## src/rtl/brownout_dig_if.sv

```systemverilog
// Signal bundle between the brownout digital back end and its surroundings.
// The master side drives control and comparator inputs; the slave (brownout_dig)
// returns the decoded trip words and the detector outputs.
interface brownout_dig_if;
  logic       ena;
  logic       dcomp;
  logic [2:0] otrip;
  logic [2:0] vtrip;
  logic       force_short_oneshot;
  logic       clear_flag;
  logic [7:0] otrip_decoded;
  logic [7:0] vtrip_decoded;
  logic       brout_det;
  logic       out_unbuf;
  logic       brout_flag;

  modport master (
    output ena,
    output dcomp,
    output otrip,
    output vtrip,
    output force_short_oneshot,
    output clear_flag,
    input  otrip_decoded,
    input  vtrip_decoded,
    input  brout_det,
    input  out_unbuf,
    input  brout_flag
  );

  modport slave (
    input  ena,
    input  dcomp,
    input  otrip,
    input  vtrip,
    input  force_short_oneshot,
    input  clear_flag,
    output otrip_decoded,
    output vtrip_decoded,
    output brout_det,
    output out_unbuf,
    output brout_flag
  );
endinterface

```

## src/rtl/brownout_dig.sv

```systemverilog
// Brownout detector digital back end: trip-select decode, comparator
// resynchronisation and debounce, assert/hold one-shot and sticky flag.
module brownout_dig #(
  parameter int unsigned FILT_CYCLES = 4,
  parameter int unsigned HOLD_CYCLES = 2000,
  parameter int unsigned HOLD_SHORT  = 8,
  parameter int unsigned CNT_W       = 12
) (
  input logic           osc_ck,
  input logic           rst,
  brownout_dig_if.slave bus
);

  typedef enum logic [1:0] {StIdle, StArmed, StAssert, StHold} state_e;

  localparam logic [CNT_W-1:0] FiltLast  = CNT_W'(FILT_CYCLES - 1);
  localparam logic [CNT_W-1:0] HoldLong  = CNT_W'(HOLD_CYCLES);
  localparam logic [CNT_W-1:0] HoldShort = CNT_W'(HOLD_SHORT);
  localparam logic [CNT_W-1:0] CntOne    = CNT_W'(1);

  state_e           state_q, state_d;
  logic             s1_q, s2_q;
  logic             det_q, det_d;
  logic [CNT_W-1:0] filt_cnt_q, filt_cnt_d;
  logic [CNT_W-1:0] hold_cnt_q, hold_cnt_d;
  logic [CNT_W-1:0] hold_len_q, hold_len_d;
  logic             out_q, out_d;
  logic             flag_q, flag_d;
  logic [7:0]       otrip_dec_q, vtrip_dec_q;

  // Trip-select decode; words freeze while disabled.
  always_ff @(posedge osc_ck or posedge rst) begin
    if (rst) begin
      otrip_dec_q <= 8'h01;
      vtrip_dec_q <= 8'h01;
    end else if (bus.ena) begin
      otrip_dec_q <= 8'h01 << bus.otrip;
      vtrip_dec_q <= 8'h01 << bus.vtrip;
    end
  end

  // Two-flop resynchroniser for the asynchronous comparator output.
  always_ff @(posedge osc_ck or posedge rst) begin
    if (rst) begin
      s1_q <= 1'b0;
      s2_q <= 1'b0;
    end else if (!bus.ena) begin
      s1_q <= 1'b0;
      s2_q <= 1'b0;
    end else begin
      s1_q <= bus.dcomp;
      s2_q <= s1_q;
    end
  end

  // Debounce: brout_det follows s2 only after FILT_CYCLES consecutive disagreements.
  always_comb begin
    det_d      = det_q;
    filt_cnt_d = '0;
    if (!bus.ena) begin
      det_d = 1'b0;
    end else if (s2_q != det_q) begin
      if (filt_cnt_q == FiltLast) begin
        det_d = ~det_q;
      end else begin
        filt_cnt_d = filt_cnt_q + CntOne;
      end
    end
  end

  // Assert/hold sequencing; hold length is latched on HOLD entry so a later
  // change of force_short_oneshot cannot stretch or cut the running hold.
  always_comb begin
    state_d    = state_q;
    hold_cnt_d = hold_cnt_q;
    hold_len_d = hold_len_q;
    unique case (state_q)
      StIdle: state_d = StArmed;
      StArmed: begin
        if (det_q) state_d = StAssert;
      end
      StAssert: begin
        if (!det_q) begin
          state_d    = StHold;
          hold_cnt_d = '0;
          hold_len_d = bus.force_short_oneshot ? HoldShort : HoldLong;
        end
      end
      StHold: begin
        if (det_q) begin
          state_d    = StAssert;
          hold_cnt_d = '0;
        end else if (hold_cnt_q == hold_len_q - CntOne) begin
          state_d    = StArmed;
          hold_cnt_d = '0;
        end else begin
          hold_cnt_d = hold_cnt_q + CntOne;
        end
      end
      default: state_d = StIdle;
    endcase
    if (!bus.ena) begin
      state_d    = StIdle;
      hold_cnt_d = '0;
    end
  end

  // Output and sticky flag; a set on ASSERT entry beats a coincident clear.
  always_comb begin
    out_d  = (state_d == StAssert) || (state_d == StHold);
    flag_d = flag_q;
    if ((state_d == StAssert) && (state_q != StAssert)) begin
      flag_d = 1'b1;
    end else if (bus.clear_flag) begin
      flag_d = 1'b0;
    end
  end

  // State, counters and registered outputs.
  always_ff @(posedge osc_ck or posedge rst) begin
    if (rst) begin
      state_q    <= StIdle;
      det_q      <= 1'b0;
      filt_cnt_q <= '0;
      hold_cnt_q <= '0;
      hold_len_q <= '0;
      out_q      <= 1'b0;
      flag_q     <= 1'b0;
    end else begin
      state_q    <= state_d;
      det_q      <= det_d;
      filt_cnt_q <= filt_cnt_d;
      hold_cnt_q <= hold_cnt_d;
      hold_len_q <= hold_len_d;
      out_q      <= out_d;
      flag_q     <= flag_d;
    end
  end

  assign bus.otrip_decoded = otrip_dec_q;
  assign bus.vtrip_decoded = vtrip_dec_q;
  assign bus.brout_det     = det_q;
  assign bus.out_unbuf     = out_q;
  assign bus.brout_flag    = flag_q;

endmodule

```

## src/flat_wrapper.sv

```systemverilog
// flat-port wrapper written by rule: the top's interface ports become plain ports
module brownout_dig_flat 
#(
  parameter int unsigned FILT_CYCLES = 4,
  parameter int unsigned HOLD_CYCLES = 2000,
  parameter int unsigned HOLD_SHORT  = 8,
  parameter int unsigned CNT_W       = 12
)
  (osc_ck, rst, bus_ena, bus_dcomp, bus_otrip, bus_vtrip, bus_force_short_oneshot, bus_clear_flag, bus_otrip_decoded, bus_vtrip_decoded, bus_brout_det, bus_out_unbuf, bus_brout_flag);
  brownout_dig_if bus_i ();
  input logic osc_ck;
  input logic rst;
  input wire logic [$bits(bus_i.ena)-1:0] bus_ena;
  input wire logic [$bits(bus_i.dcomp)-1:0] bus_dcomp;
  input wire logic [$bits(bus_i.otrip)-1:0] bus_otrip;
  input wire logic [$bits(bus_i.vtrip)-1:0] bus_vtrip;
  input wire logic [$bits(bus_i.force_short_oneshot)-1:0] bus_force_short_oneshot;
  input wire logic [$bits(bus_i.clear_flag)-1:0] bus_clear_flag;
  output wire logic [$bits(bus_i.otrip_decoded)-1:0] bus_otrip_decoded;
  output wire logic [$bits(bus_i.vtrip_decoded)-1:0] bus_vtrip_decoded;
  output wire logic [$bits(bus_i.brout_det)-1:0] bus_brout_det;
  output wire logic [$bits(bus_i.out_unbuf)-1:0] bus_out_unbuf;
  output wire logic [$bits(bus_i.brout_flag)-1:0] bus_brout_flag;
  assign bus_i.ena = bus_ena;
  assign bus_i.dcomp = bus_dcomp;
  assign bus_i.otrip = bus_otrip;
  assign bus_i.vtrip = bus_vtrip;
  assign bus_i.force_short_oneshot = bus_force_short_oneshot;
  assign bus_i.clear_flag = bus_clear_flag;
  assign bus_otrip_decoded = bus_i.otrip_decoded;
  assign bus_vtrip_decoded = bus_i.vtrip_decoded;
  assign bus_brout_det = bus_i.brout_det;
  assign bus_out_unbuf = bus_i.out_unbuf;
  assign bus_brout_flag = bus_i.brout_flag;
  brownout_dig #(.FILT_CYCLES(FILT_CYCLES), .HOLD_CYCLES(HOLD_CYCLES), .HOLD_SHORT(HOLD_SHORT), .CNT_W(CNT_W)) u_core (.osc_ck(osc_ck), .rst(rst), .bus(bus_i));
endmodule
```

## config.mk

```make
export PLATFORM = sky130hd
export DESIGN_NAME = brownout_dig_flat
export DESIGN_NICKNAME = d
export VERILOG_FILES = /design/src/rtl/brownout_dig_if.sv /design/src/rtl/brownout_dig.sv /design/src/flat_wrapper.sv
export SDC_FILE = /design/constraint.sdc
export NUM_CORES = 1
export LEC_CHECK = 0
export BUFFER_PORTS_ARGS = -buffer_cell sky130_fd_sc_hd__buf_4
export CAP_MARGIN = 20
export CORE_UTILIZATION = 45
export DETAILED_ROUTE_END_ITERATION = 6
export GPL_ROUTABILITY_DRIVEN = 0
export PLACE_DENSITY = 0.74
export SLEW_MARGIN = 40
export SYNTH_ARGS = -nofsm -noshare
export SYNTH_HDL_FRONTEND = slang
export SYNTH_SLANG_ARGS = --single-unit
```

## constraint.sdc

```tcl
create_clock -name osc_ck -period 2 [get_ports osc_ck]
set_input_delay 0.1 -clock osc_ck [delete_from_list [all_inputs] [get_ports osc_ck]]
set_output_delay 0.1 -clock osc_ck [all_outputs]
set_load 0.02 [all_outputs]
```

==> impl_results.md, run 1 <==
* DR top layer: met4
* # port buffers at 30
* Warnings, synthesis at 0
* Area of the multi-input gates at 1000 sq um
* Final Slew Violations at 0
* Register bit count reported by yosys at 49
* Post-synth top area cell: dfrtp_1
* Top cells by area, synth: dfrtp_1 (50%), nand3_1 (3.6%), inv_1 (3.5%)
* CP startpoint kind: register
* Tot GR Track Use at about a fifth
* Routed wl met2 at 2.17 mm
* Vias/cell at 5.18
* Die ar. at ~5500 sq um
* Max VDD drop at 0.687 mV
* Hold WS at ~0.0086 ns
* R2r setup slk at 0.09 ns
* Placed cell count at around 330
* Max_slew headroom at between 60% and 70%
* Routed vias at approximately 1,800
* Number of synthesized flops with an enable pin at 0
* Chip height at 74.2 um
* Most common cell in the synthesized netlist: dfrtp_1
* Area Overhead vs Synth at 21.5%
* CORE AREA at 4880 sq um
* Global-route wire length before repair at ~8 mm
* Synth cell count leaders: dfrtp_1 (47), inv_1 (22), nor2_1 (20), nand2_1 (18), nand3_1 (17)
* Util after Layout at 58.4%
* Placed cell areas at around 2700 sq um
* Initial Utilization at around half
* Share of post-route cells with drive strength above 1 at 19.4%
* Worst EP arrival at about 2.1 ns
* Synthesized area per cell at a little under 10 sq um
* Total CTS buffers at 5
* Dpl hpwl at between 3 and 4 mm
* Mapped Nets at approximately 260
* Synth cell types at between 40 and 50
* Pre-CTS WS at roughly 0.059 ns
* Internal power at roughly 1500 uW
* Rows at 25
* Critical-path cell list: ha_2 -> nand2_1 -> or4b_4 -> a21oi_4 -> nor2_2 -> a221o_1
* Fin nets at between 200 and 300
* Layout Cells excl Fill at 350
* Initial DRC Count at between 100 and 150
* Final setup violation count at 0
* Max-capacitance violation count at 0
* Pin count of the biggest net entering global routing at 36
* Power density over cell area at ~670 nW/um^2
* H-tree levels at 2
* Die width at around 74 um
* Switch Pwr at 452 uW
* Total leakage power at between 0.001 and 0.0015 uW
* Clock Skew at between 0.003 and 0.004 ns
* Yosys top cell area share at between 50% and 60%
* Critical path type: register to register
* CTS Sinks at ~50
* Crit path max fanout at 5
* Met3 routed WL at 194 um
* CP max stage cell: or4b_4
* Design Area, Final at between 2000 and 3000 sq um
* DRT Pass-1 Iters at 4
* Mapped Cells at roughly 240
* Worst-Margin Slew at about 0.48 ns
* Post-synthesis async set-or-reset flop share at 100%
* CTS tree: done
* Min setup slack post-route at 0.0887 ns
* Antenna fix cells at 0
* Min Clock Period, post-route at between 1.5 and 2 ns
* Gr ovfl total at 0
* Worst-Skew Late Latency at approximately 0.30 ns
* Seq/Total Area, Yosys at a little over half
* Clock Path Buffers at 2
* Vias in the first global route at between 1,500 and 2,000
* Root Driver: clkbuf_8
* Fmax achieved at about 520 MHz
* DR DRC count at 0
* Clk pwr share at about 37%
* Main synth FF type: dfrtp_1
* Initial antenna violation count at 0
* Final hold vios at 0
* WL/cell at between 10 and 15 um
* Clk slew on worst S/H paths at 0.09 ns
* Sequential Power Share at 53.9%
* Crit end category: register
* Metal-1 WL at 2.15 mm
* Antenna-violating nets left at 0
* I/O pin total at 31
* Total wire length at between 4 and 5 mm
* Period utilization at approximately 96%
* Hold Crit Class: input pin to register
* Synth Cell Area at 2350 sq um
* FF/Latch Area at about 1200 sq um
* Sw Ratio at 23.6%
* Critical Path RT at around 2.2 ns
* Status: complete, no violations
* Comb power frac at 9.3%
* Filler instances at around 430
* Delay of the slowest critical-path stage at around 0.54 ns
## final timing paths
check	to	from	cells past startpoint
max	u_core.hold_cnt_q[7]	u_core.hold_cnt_q[1]	6
min	u_core.s1_q	bus_dcomp	2
max reg2reg	u_core.hold_cnt_q[7]	u_core.hold_cnt_q[1]	6
min reg2reg	u_core.s2_q	u_core.s1_q	1
max in group asynchronous	u_core.bus.vtrip_decoded[0]	rst	4
min in group asynchronous	u_core.hold_cnt_q[1]	rst	3
## area by class of cell
cell class,instances,area share [%]
clock inverters,3,1.62
clock buffers,5,2.41
inverters,22,2.90
flip-flops and latches,49,43.1
multi-input cells,161,35.2
well taps,67,2.94
repair buffers,43,11.8
## placed cells by master (no fill, tap or decap), drive strengths merged, types with 2 or more instances in the layout
cell type / count
and3: 3
a21oi: 9
nor4: 4
dfstp: 2
o21ai: 7
a22o: 3
or3: 3
nand2b: 7
nand3: 17
xor2: 9
ha: 4
clkbuf: 5
o22ai: 9
buf: 37
a21o: 3
nor2: 21
xnor2: 8
a31oi: 2
nand4: 3
o32ai: 5
and2: 5
inv: 22
nor2b: 3
dlygate4sd3: 6
nor3: 6
dfrtp: 47
nand2: 18
## stage by stage
| step | TNS (ns) | total power [uW] |
|---|---|---|
| after CTS | 0 | 1940 |
| after floorplan | 0 | 1140 |
| after global placement | 0 | 1220 |
| after detailed placement | 0 | 1220 |
| after global routing | -0.0115 | 2000 |
| final | 0 | 1920 |
## routing by layer
metal	vias up	track usage, %
met5	-	0
met2	34	30.2
met3	4	4.74
met1	866	25.4
met4	0	8.12
li1	909	-
## sequential cells by signal, summed over array words and instances (netlist names)
register and flops:
u_core.hold_len_q 2, u_core.filt_cnt_q 12, u_core.bus.brout_det 1, u_core.s1_q 1
u_core.bus.vtrip_decoded 8, u_core.bus.out_unbuf 1, u_core.s2_q 1, u_core.state_q 2
u_core.bus.otrip_decoded 8, u_core.hold_cnt_q 12, u_core.bus.brout_flag 1
## worst max-delay path, delay by kind of cell, from the launching register on
family                   cells  cell delay [ns]
adder cells (fa/ha/maj)      1             0.22
AND/OR/NAND/NOR              3             0.69
flip-flops                   1             0.39
AO/OA/AOI/OAI                2             0.49
## power by group through the flow
stage,registers (uW),clock network [uW],logic (uW)
2_1_floorplan,1070,0,71.7
3_3_place_gp,1050,0,168
3_5_place_dp,1050,0,172
4_1_cts,1030,732,179
5_1_grt,1040,766,197
6_report,1030,706,178
## repair_timing
action | 4_1_cts | 5_1_grt
buffers inserted | 0 | 2
hold buffers | 5 | 1
endpoints found under the setup margin | 0 | 11
hold endpoints to repair | 23 | 1
resized for setup | 0 | 2
## cells by family (layout without fill, tap and decap cells)
group,after synthesis,after routing,share of synthesized area (%)
simple gates,96,96,21.0
flops,49,49,52.4
compound gates,42,42,12.2
buf+inv,31,73,5.12
xor+xnor,17,17,6.35
fa+ha+maj,4,4,2.13
mux,2,2,0.907
No activity file was read; power rests on OpenSTA's default activity.
==> run 2, diff against run 1 <==
--- a/config.mk
+++ b/config.mk
@@ -7,6 +7,7 @@
 export LEC_CHECK = 0
 export BUFFER_PORTS_ARGS = -buffer_cell sky130_fd_sc_hd__buf_4
 export CAP_MARGIN = 20
+export CORE_MARGIN = 5
 export CORE_UTILIZATION = 45
 export DETAILED_ROUTE_END_ITERATION = 6
 export GPL_ROUTABILITY_DRIVEN = 0
==> impl_results.md, run 2 (synthesis results as in run 1) <==
* CP startpoint kind: register (unchanged)
* Hold WS at 0.0182 ns (was 0.00860 ns)
* I/O pin total at 31 (unchanged)
* H-tree levels at 2 (unchanged)
* Delay of the slowest critical-path stage at 0.55 ns (was 0.54 ns)
* Critical-path cell list: ha_1 -> or4b_4 -> a21oi_4 -> nor2_2 -> a221o_1 (was ha_2 -> nand2_1 -> or4b_4 -> a21oi_4 -> nor2_2 -> a221o_1)
* Layout Cells excl Fill at 352 (was 350)
* CTS tree: done (unchanged)
* Fin nets at 297 (was 298)
* Total leakage power at 0.00131 uW (was 0.00130 uW)
* Clock Path Buffers at 2 (unchanged)
* Filler instances at 456 (was 427)
* Max VDD drop at 0.541 mV (was 0.687 mV)
* # port buffers at 30 (unchanged)
* RSZ-0062 raised after global routing: no
* Share of post-route cells with drive strength above 1 at 19.1% (was 19.4%)
* WL/cell at 12.8 um (was 13.1 um)
* Antenna-violating nets left at 0 (unchanged)
* Global-route wire length before repair at 7.92 mm (was 8.00 mm)
* Worst-Margin Slew at 0.546 ns (was 0.479 ns)
* Initial DRC Count at 125 (was 117)
* Die width at 82.2 um (was 74.2 um)
* Total wire length at 4.49 mm (was 4.58 mm)
* DR DRC count at 0 (unchanged)
* Critical path type: register to register (unchanged)
* CP delay by family, top: simple AND/OR/NAND/NOR gates (unchanged)
* CP max stage cell: or4b_4 (unchanged)
* DRT Pass-1 Iters at 4 (unchanged)
* Max-capacitance violation count at 0 (unchanged)
* Final setup violation count at 0 (unchanged)
* Gr ovfl total at 0 (unchanged)
* Most frequent cells in the layout: dfrtp_1 (47), buf_4 (35), inv_1 (21) (was dfrtp_1 (47), buf_4 (37), inv_1 (21))
* Crit end category: register (unchanged)
* Commonest non-fill, non-tap cell in the layout: dfrtp_1 (unchanged)
* Clk slew on worst S/H paths at 0.09 ns (about the same)
* Critical Path RT at 2.17 ns (was 2.19 ns)
* Chip height at 82.2 um (was 74.2 um)
* CTS Sinks at 49 (unchanged)
* Area Overhead vs Synth at 22.2% (was 21.5%)
* Rows at 26 (was 25)
* Status: complete, no violations (unchanged)
* Hold Crit Class: input pin to register (unchanged)
* Fmax achieved at 521 MHz (was 523 MHz)
* Final Slew Violations at 0 (unchanged)
* Power density over cell area at 667 nW/um^2 (was 672 nW/um^2)
* Max_slew headroom at 63.5% (was 68.0%)
* Clock Skew at 0.0129 ns (was 0.00397 ns)
* Routed vias at 1,824 (was 1,813)
* Final hold vios at 0 (unchanged)
* GR Layer Usage met1 at 20.0% (was 25.4%)
* Placed cell count at 336 (was 334)
* Tot GR Track Use at 14.8% (was 19.2%)
* Worst EP arrival at 2.09 ns (was 2.10 ns)
* Antenna fix cells at 0 (unchanged)
* Initial Utilization at 46.2% (was 48.1%)
* Biggest regs: u_core.filt_cnt_q: 12 flops, u_core.hold_cnt_q: 12 flops (unchanged)
* Worst-Skew Late Latency at 0.29 ns (was 0.30 ns)
* Vias in the first global route at 1,742 (was 1,756)
* CORE AREA at 5070 sq um (was 4880 sq um)
* Min Clock Period, post-route at 1.92 ns (was 1.91 ns)
* Vias/cell at 5.18 (about the same)
* FF/Latch Area at 1230 sq um (unchanged)
* CP bufs+invs at 0 (unchanged)
* Area of the multi-input gates at 1010 sq um (was 1000 sq um)
* Setup TNS at 0 ns (unchanged)
* Initial antenna violation count at 0 (unchanged)
* Period utilization at 96.0% (was 95.6%)
* Top Usage Layer GRT: met2 (unchanged)
* Total CTS buffers at 5 (unchanged)
* Grt met3 use at 3.25% (was 4.74%)
* Pin count of the biggest net entering global routing at 36 (unchanged)
* Crit path max fanout at 6 (was 5)
* Dpl hpwl at 3.19 mm (was 3.18 mm)
* Die ar. at 6760 sq um (was 5510 sq um)
* Met2 Usage GRT at 24.4% (was 30.2%)
* Root Driver: clkbuf_8 (unchanged)
-- run 2: final timing paths --
path / from / to / slack, ns / cells past startpoint
worst min register to register: u_core.s1_q / u_core.s2_q / 0.47 / 1
worst min-delay path: bus_dcomp / u_core.s1_q / 0.02 / 2
max in group asynchronous: rst / u_core.bus.vtrip_decoded[0] / 0.99 / 4
worst max register to register: u_core.hold_len_q[3] / u_core.hold_cnt_q[7] / 0.08 / 5
min in group asynchronous: rst / u_core.filt_cnt_q[0] / 0.42 / 3
worst max-delay path: u_core.hold_len_q[3] / u_core.hold_cnt_q[7] / 0.08 / 5
-- run 2: worst reg2reg max path: cells and delay by family, from the launching register on --
kind	cells	cell delay, ns
AO/OA/AOI/OAI	2	0.53
adder cells (fa/ha/maj)	1	0.23
flip-flops	1	0.42
AND/OR/NAND/NOR	2	0.61
-- run 2: per-stage QoR --
stage	cell area [sq um]	power (uW)	utilization (%)	setup WS [ns]
floorplan	2350	1140	-	0.141
global placement	2660	1220	52.5	0.104
detailed placement	2660	1220	52.5	0.0206
CTS	2840	1930	55.9	0.0204
global route	2870	1990	56.5	0.00842
finish	2870	1910	56.5	0.0793
-- run 2: report_power, final --
| part | internal (uW) | leakage (uW) | switching, uW |
|---|---|---|---|
| logic | 76.0 | 0.000591 | 102 |
| clock network | 375 | 0.0000585 | 327 |
| registers | 1020 | 0.000657 | 16.4 |
| total | 1470 | 0.00131 | 445 |
-- run 2: metal layers --
layer  share of wire (%)  up-vias
met5                   0        -
met4                0.56        0
met3                 4.7        2
met2                  48       43
met1                  47      878
li1                    -      901
-- run 2: timing repair --
item,CTS,global route
hold endpoints to repair,27,0
hold buffers,6,0
setup buffers,0,2
endpoints found under the setup margin,0,9
resized for setup,0,3
-- run 2: cell type report --
class / count / area share, %
inverters: 22 / 2.88
well taps: 70 / 3.05
clock inverters: 3 / 1.53
multi-input cells: 161 / 35.3
clock buffers: 5 / 2.40
repair buffers: 42 / 12.0
flip-flops and latches: 49 / 42.8
